$ cat config.mk
export PLATFORM = sky130hd
export DESIGN_NAME = imu_rd_ctrl
export DESIGN_NICKNAME = d
export VERILOG_FILES = /design/src/rtl/imu_pkg.sv /design/src/rtl/int_sync.sv /design/src/rtl/imu_rd_ctrl.sv
export SDC_FILE = /design/constraint.sdc
export NUM_CORES = 1
export LEC_CHECK = 0
export ABC_AREA = 0
export BUFFER_PORTS_ARGS = -buffer_cell sky130_fd_sc_hd__clkbuf_2
export CAP_MARGIN = 20
export CELL_PAD_IN_SITES_DETAIL_PLACEMENT = 0
export CELL_PAD_IN_SITES_GLOBAL_PLACEMENT = 1
export CORE_MARGIN = 5
export CORE_UTILIZATION = 42
export CTS_CLUSTER_SIZE = 25
export DETAILED_ROUTE_END_ITERATION = 12
export GPL_TIMING_DRIVEN = 0
export PLACE_DENSITY = 0.82
export SLEW_MARGIN = 40
export SYNTH_ARGS = -nofsm -noshare
export SYNTH_HDL_FRONTEND = slang
export SYNTH_SLANG_ARGS = --single-unit
$ cat constraint.sdc
create_clock -name clk -period 2.2 [get_ports clk]
set_input_delay 0.44 -clock clk [delete_from_list [all_inputs] [get_ports clk]]
set_output_delay 0.44 -clock clk [all_outputs]
set_load 0.01 [all_outputs]
$ cat src/rtl/imu_pkg.sv
// Shared types and SPI command words for the IMU yaw-rate read controller.
package imu_pkg;

    typedef enum logic [2:0] {
        PWRUP    = 3'd0,
        CFG1     = 3'd1,
        CFG2     = 3'd2,
        CFG3     = 3'd3,
        WAIT_INT = 3'd4,
        RD_L     = 3'd5,
        RD_H     = 3'd6
    } imu_state_t;

    // Write commands: {1'b0, reg[6:0], data[7:0]}; reads set bit 15 with zero data.
    localparam logic [15:0] CMD_INT_EN   = 16'h0D02;
    localparam logic [15:0] CMD_GYRO_ODR = 16'h1160;
    localparam logic [15:0] CMD_ROUND    = 16'h1440;
    localparam logic [15:0] CMD_RD_YAWL  = 16'hA600;
    localparam logic [15:0] CMD_RD_YAWH  = 16'hA700;

endpackage

$ cat src/rtl/int_sync.sv
// Two-flop synchronizer bringing the IMU data-ready level into the clk domain.
module int_sync (
    input  logic clk,
    input  logic rst,
    input  logic async_in,
    output logic sync_out
);

    logic meta_q;
    logic sync_q;

    // Metastability filter: first flop may go metastable, second settles it.
    always_ff @(posedge clk or posedge rst) begin
        if (rst) begin
            meta_q <= 1'b0;
            sync_q <= 1'b0;
        end else begin
            meta_q <= async_in;
            sync_q <= meta_q;
        end
    end

    assign sync_out = sync_q;

endmodule

$ cat src/rtl/imu_rd_ctrl.sv
// IMU controller: power-up wait, three configuration writes, then a Z-gyro
// low/high byte read pair on every synchronized data-ready indication.
module imu_rd_ctrl
    import imu_pkg::*;
#(
    parameter logic [15:0] PWRUP_CYC = 16'hFFFF
) (
    input  logic        clk,
    input  logic        rst,
    input  logic        INT,
    input  logic        done,
    input  logic [15:0] rd_data,
    output logic        wrt,
    output logic [15:0] cmd,
    output logic        init_done,
    output logic [15:0] yaw_rt,
    output logic        vld
);

    imu_state_t  state_q, state_d;
    logic [15:0] cnt_q, cnt_d;
    logic        wrt_q, wrt_d;
    logic [15:0] cmd_q, cmd_d;
    logic        init_done_q, init_done_d;
    logic [7:0]  yaw_l_q, yaw_l_d;
    logic [15:0] yaw_rt_q, yaw_rt_d;
    logic        vld_q, vld_d;
    logic        int_ff2;
    logic [7:0]  rd_hi_unused;

    // Only the low byte of each register read carries data.
    assign rd_hi_unused = rd_data[15:8];

    int_sync u_int_sync (
        .clk      (clk),
        .rst      (rst),
        .async_in (INT),
        .sync_out (int_ff2)
    );

    // Next-state and next-output decode for the read sequencer.
    always_comb begin
        state_d     = state_q;
        cnt_d       = cnt_q;
        wrt_d       = 1'b0;
        cmd_d       = cmd_q;
        init_done_d = init_done_q;
        yaw_l_d     = yaw_l_q;
        yaw_rt_d    = yaw_rt_q;
        vld_d       = 1'b0;
        case (state_q)
            PWRUP: begin
                if (cnt_q == PWRUP_CYC) begin
                    wrt_d   = 1'b1;
                    cmd_d   = CMD_INT_EN;
                    state_d = CFG1;
                end else begin
                    cnt_d = cnt_q + 16'd1;
                end
            end
            CFG1: begin
                if (done) begin
                    wrt_d   = 1'b1;
                    cmd_d   = CMD_GYRO_ODR;
                    state_d = CFG2;
                end else begin
                    state_d = CFG1;
                end
            end
            CFG2: begin
                if (done) begin
                    wrt_d   = 1'b1;
                    cmd_d   = CMD_ROUND;
                    state_d = CFG3;
                end else begin
                    state_d = CFG2;
                end
            end
            CFG3: begin
                if (done) begin
                    init_done_d = 1'b1;
                    state_d     = WAIT_INT;
                end else begin
                    state_d = CFG3;
                end
            end
            WAIT_INT: begin
                // The vld cycle is skipped so a new read never starts sooner
                // than three cycles after the previous high-byte done.
                if (int_ff2 && !vld_q) begin
                    wrt_d   = 1'b1;
                    cmd_d   = CMD_RD_YAWL;
                    state_d = RD_L;
                end else begin
                    state_d = WAIT_INT;
                end
            end
            RD_L: begin
                if (done) begin
                    yaw_l_d = rd_data[7:0];
                    wrt_d   = 1'b1;
                    cmd_d   = CMD_RD_YAWH;
                    state_d = RD_H;
                end else begin
                    state_d = RD_L;
                end
            end
            RD_H: begin
                if (done) begin
                    yaw_rt_d = {rd_data[7:0], yaw_l_q};
                    vld_d    = 1'b1;
                    state_d  = WAIT_INT;
                end else begin
                    state_d = RD_H;
                end
            end
            default: begin
                state_d = PWRUP;
            end
        endcase
    end

    // State and registered outputs; reset abandons any in-flight transaction.
    always_ff @(posedge clk or posedge rst) begin
        if (rst) begin
            state_q     <= PWRUP;
            cnt_q       <= 16'd0;
            wrt_q       <= 1'b0;
            cmd_q       <= 16'h0000;
            init_done_q <= 1'b0;
            yaw_l_q     <= 8'h00;
            yaw_rt_q    <= 16'h0000;
            vld_q       <= 1'b0;
        end else begin
            state_q     <= state_d;
            cnt_q       <= cnt_d;
            wrt_q       <= wrt_d;
            cmd_q       <= cmd_d;
            init_done_q <= init_done_d;
            yaw_l_q     <= yaw_l_d;
            yaw_rt_q    <= yaw_rt_d;
            vld_q       <= vld_d;
        end
    end

    assign wrt       = wrt_q;
    assign cmd       = cmd_q;
    assign init_done = init_done_q;
    assign yaw_rt    = yaw_rt_q;
    assign vld       = vld_q;

endmodule
# Word level (Yosys, flattened, before mapping)
# Cells that the tools add are included.
# Widths: inputs -> output; s select.
[classes]
n_reduce_logical = 10
n_mux = 19
add_sub_neg = 1
bitwise_logic = 1
eq_ne = 12
[op_table]
columns = ["operator", "n"]
rows = [
  ["$mux 16", 5],
  ["$pmux 16 s5", 1],
  ["$pmux 3 s7", 1],
  ["$add 16x1->16 const B", 1],
  ["$eq 16x16->1 const B", 1],
  ["$ne 2x2->1 const B", 5],
  ["$eq 3x3->1 const B", 3],
  ["$reduce_and 2->1", 4],
  ["$eq 3x2->1 const B", 2],
  ["$mux 1", 6],
  ["$mux 2", 3],
  ["$mux 3", 2],
  ["$reduce_and 6->1", 1],
  ["$reduce_bool 5->1", 1],
  ["$eq 3x1->1 const B", 1],
  ["$logic_not 3->1", 1],
  ["$pmux 1 s3", 1],
  ["$reduce_or 3->1", 1],
  ["$logic_and 1x1->1", 1],
  ["$logic_not 1->1", 1],
  ["$not 1->1", 1],
]
[totals]
out_inout_bits = 35
regBits = 64
word_cells = 53

# Logic depth before layout (Yosys ltp)
[depth]
ltp_word = 4
depth_mapped = 6
ltp_nobuf = 5

# Hierarchy
# A second synthesis with hierarchy kept.
[hier_totals]
cells_unflattened = 226
area_unflattened_um2 = 2484.9
[modules_own_cells]
columns = ["module", "seq_area_each_um2", "area_each_um2", "cells_each", "instances"]
rows = [
  ["imu_rd_ctrl", 1301.2, 2431.1, 223, 1],
  ["int_sync", 50.0, 53.8, 3, 1],
]

# Worst setup path before layout
# Ideal clock, no wire load.
[synth_path]
path_kind = "reg2reg"
from = "reg cnt_q[0]"
to = "reg cnt_q[1]"
path_buffers = 0
slack_ns = 0.606
setup_ns = 0.125
stages_incl_launch_ff = 6
arrival_time_ns = 1.469
t_required_ns = 2.075
path_cell_list = "dfrtp_1 -> ha_1 -> nand3_1 -> nor4_4 -> nor2_2 -> mux2_4"
[synth_between]
elab_chain_cells = 3
word_cells_on_any_way = 4
classes_between = "1 x add/sub; 1 x eq/ne; 1 x bitwise; 1 x reduce/logical"
[synth_rtl]
columns = ["item", "line_no", "text"]
rows = [
  ["start: declaration", "imu_rd_ctrl.sv:21", "logic [15:0] cnt_q, cnt_d;"],
  ["start signal: assignment", "imu_rd_ctrl.sv:136", "cnt_q <= cnt_d;"],
  ["parallel branches: the longest is 3 deep, another holds $add 16x1->16", "--", ""],
]
# Parallel ways; which one is timed is not known.
# A chain may end at the register's enable or synchronous reset.

# Final worst setup path
[layout_path]
from = "reg cnt_q[0]"
to = "reg cmd_q[13], in the netlist cmd[13]"
[layout_between]
elab_chain_cells = 3
[layout_rtl]
columns = ["item", "line_no", "text"]
rows = [
  ["$eq 16x16->1", "imu_rd_ctrl.sv:53", "if (cnt_q == PWRUP_CYC) begin"],
  ["$ne 2x2->1 (no line)", "--", ""],
  ["$reduce_and 6->1 (no line)", "--", ""],
  ["end signal: assignment", "imu_rd_ctrl.sv:138", "cmd_q <= cmd_d;"],
  ["end: declaration", "imu_rd_ctrl.sv:23", "logic [15:0] cmd_q, cmd_d;"],
]
# Every way passes these cells.

==> results.tsv <==
metric	value	unit
Die W	86.9	µm
initial antenna violation count	0	
PwrDens	1210	mW/mm²
area grow syn2layout	17.0	%
Slew Viols, Final	0	
Detail Placement HPWL	3290	µm
CTS resizes	0	
post-synthesis sequential area ratio	54.5	%
1st-iter DRT viols	73	
vias in the first global route	1754	
GP Congestion	0.761	
Setup Buffers After CTS	0	
clock sink count	54	
post-synthesis async set-or-reset flop share	100	%
synth unique cells	55	
largest net degree at the start of global routing	29	
Critical Path RT	2390	ps
layout cell share with drive strength beyond 1	32.0	%
highest net fanout along the worst path	7	
Cell Rows	28	
Total GRT Usage	13.3	%
Synth area leaders	dfrtp_1 (54%), nand2_1 (8.3%), mux2_2 (3.6%)	
TritonRoute pass-1 iters	4	
CTS buffer count	5	
Final Critical Period	1770	ps
Mapped Cells	225	
drt drc	0	
CTS clk-pin slew, worst paths	90	ps
Mean Syn Cell Area	11.0	µm²
Filler cells	569	
via-per-instance ratio	4.84	
FF+latch area	0.00135	mm²
max cap viols	0	
# nets final	298	
CP Data Arrival Time	1970	ps
die height	86.9	µm
RSZ-0062 raised after global routing	false	
Peak VDD IR	0.671	mV
clock buffer depth	2	
dpl cell area	0.00281	mm²
first-pass GRT wire length	8060	µm
Worst R2R Path Depth	5	
worst slew pin tran	546	ps
CTS root buffer	clkbuf_8	
IO buf count	39	
die area	0.00754	mm²
post-route cell area	0.00290	mm²
# hold bufs at CTS	0	
Worst Setup Start Kind	flip-flop	
commonest non-fill, non-tap cell in the layout	nand2_1	
Antenna diodes	0	
Post-Route WL	4520	µm
Synth Register Bits	54	
number of hold violations in the final report	0	
Final Util	49.9	%
worst min path class	input port to asynchronous set/reset pin	
CP Class	flip-flop to flip-flop	
outcome	finished clean	
Post-synth EDFFs	0	
Routed Antenna Nets	0	
Top FF cell, synth	dfrtp_1	
netlist area before placement	0.00248	mm²
grt total ovfl	0	
num ports	55	
CTS HTree Levels	2	
Clock Skews	4.41	ps
Max transition margin	63.5	%
Yosys top cell by area	dfrtp_1	
fmax	0.564	GHz
multi-input logic area	990	µm²
Leak	1.49	nW
fin crit share	80.7	%
detailed-route via count	1710	
most frequent cells in the layout	nand2_1 (55), dfrtp_1 (54), clkbuf_2 (39), buf_4 (11), mux2_2 (8)	
final setup fails	0	
Initial Util	42.7	%
clk_lat worst skew	300	ps
Core Region	0.00582	mm²
YS warnings	0	
Synth top area share	54.5	%
drt wl/cell	12.8	µm
CTS tree	yes	
critical path endpoint category	flip-flop	
[critical path: stages, from the launching register on]
cell and delay, ps:
dfrtp_1 420, ha_1 310, nand3_1 170, nor4_4 350
o22ai_2 190, a32o_1 230
[final timing paths]
check | startpoint | endpoint | slack [ps]
worst max register to register | cnt_q[0]$_DFFE_PP0P_ | cmd[13]$_DFFE_PP0P_ | 430
worst max-delay path | cnt_q[0]$_DFFE_PP0P_ | cmd[13]$_DFFE_PP0P_ | 430
max in group asynchronous | rst | yaw_rt[2]$_DFFE_PP0P_ | 1650
worst min register to register | u_int_sync.meta_q$_DFF_PP0_ | u_int_sync.sync_out$_DFF_PP0_ | 360
worst min-delay path | rst | yaw_rt[8]$_DFFE_PP0P_ | 100
min in group clk | INT | u_int_sync.meta_q$_DFF_PP0_ | 250
[kinds of logic after synthesis]
kind of cell	Yosys count	synth area share, %
AOI/OAI and AO/OA	25	7.67
buffers and inverters	26	6.40
adders and majority gates	2	0.908
muxes	11	5.09
other	1	0.151
and+or+nand+nor	93	20.7
xor gates and xnor gates	13	4.59
DFF	54	54.5
[synth_stat cells, types with 2 or more instances]
master and count:
nand2_1 55, dfrtp_1 54, buf_4 11, inv_1 8, mux2_2 8, xnor2_1 7
xor2_1 6, a21oi_1 5, nand4_1 5, nor2_1 5, and3_1 4, nand3_1 4
a211oi_1 2, a31oi_1 2, a32o_1 2, buf_2 2, clkbuf_1 2, nand2b_1 2
nor4_2 2, o211ai_1 2, o21ai_0 2, or2_2 2
[flip-flops by register name (all words and copies together) (netlist names)]
signal	count
yaw_l_q	8
u_int_sync.meta_q	1
wrt	1
init_done	1
cnt_q	16
u_int_sync.sync_out	1
yaw_rt	16
state_q	3
vld	1
cmd	6
[cell type report]
class / instances / area share, %
inverter: 9 / 1.25
sequential: 54 / 46.6
multi-input combinational: 150 / 34.1
clock buffer: 7 / 2.97
buffer: 17 / 4.31
tap: 75 / 3.23
timing repair buffer: 40 / 7.41
clock inverter: 1 / 0.172
[power breakdown]
group / total [mW] / switching [mW] / internal (mW)
Combinational: 1.37 / 0.716 / 0.656
Sequential: 1.59 / 0.238 / 1.35
Clock: 0.550 / 0.296 / 0.254
[metal layers]
layer  part of all wire (%)  wire length [µm]  track usage (%)
met5                      0                 0                0
met4                    1.2                55             3.82
met3                    6.0               273             4.16
met2                     46              2070             21.3
met1                     47              2120             17.5
[through the flow]
stage | setup slack [ps] | power [mW] | cells | hold WS [ps] | setup TNS [ps]
3_5_place_dp | 429 | 3.01 | 345 | 337 | 0
2_1_floorplan | 445 | 2.56 | 230 | 331 | 0
5_1_grt | 310 | 3.81 | 353 | 117 | 0
4_1_cts | 416 | 3.57 | 353 | 100 | 0
3_3_place_gp | -216 | 2.97 | 344 | 333 | -11550
6_report | 425 | 3.51 | 353 | 101 | 0
(Power assumes the default switching activity.)
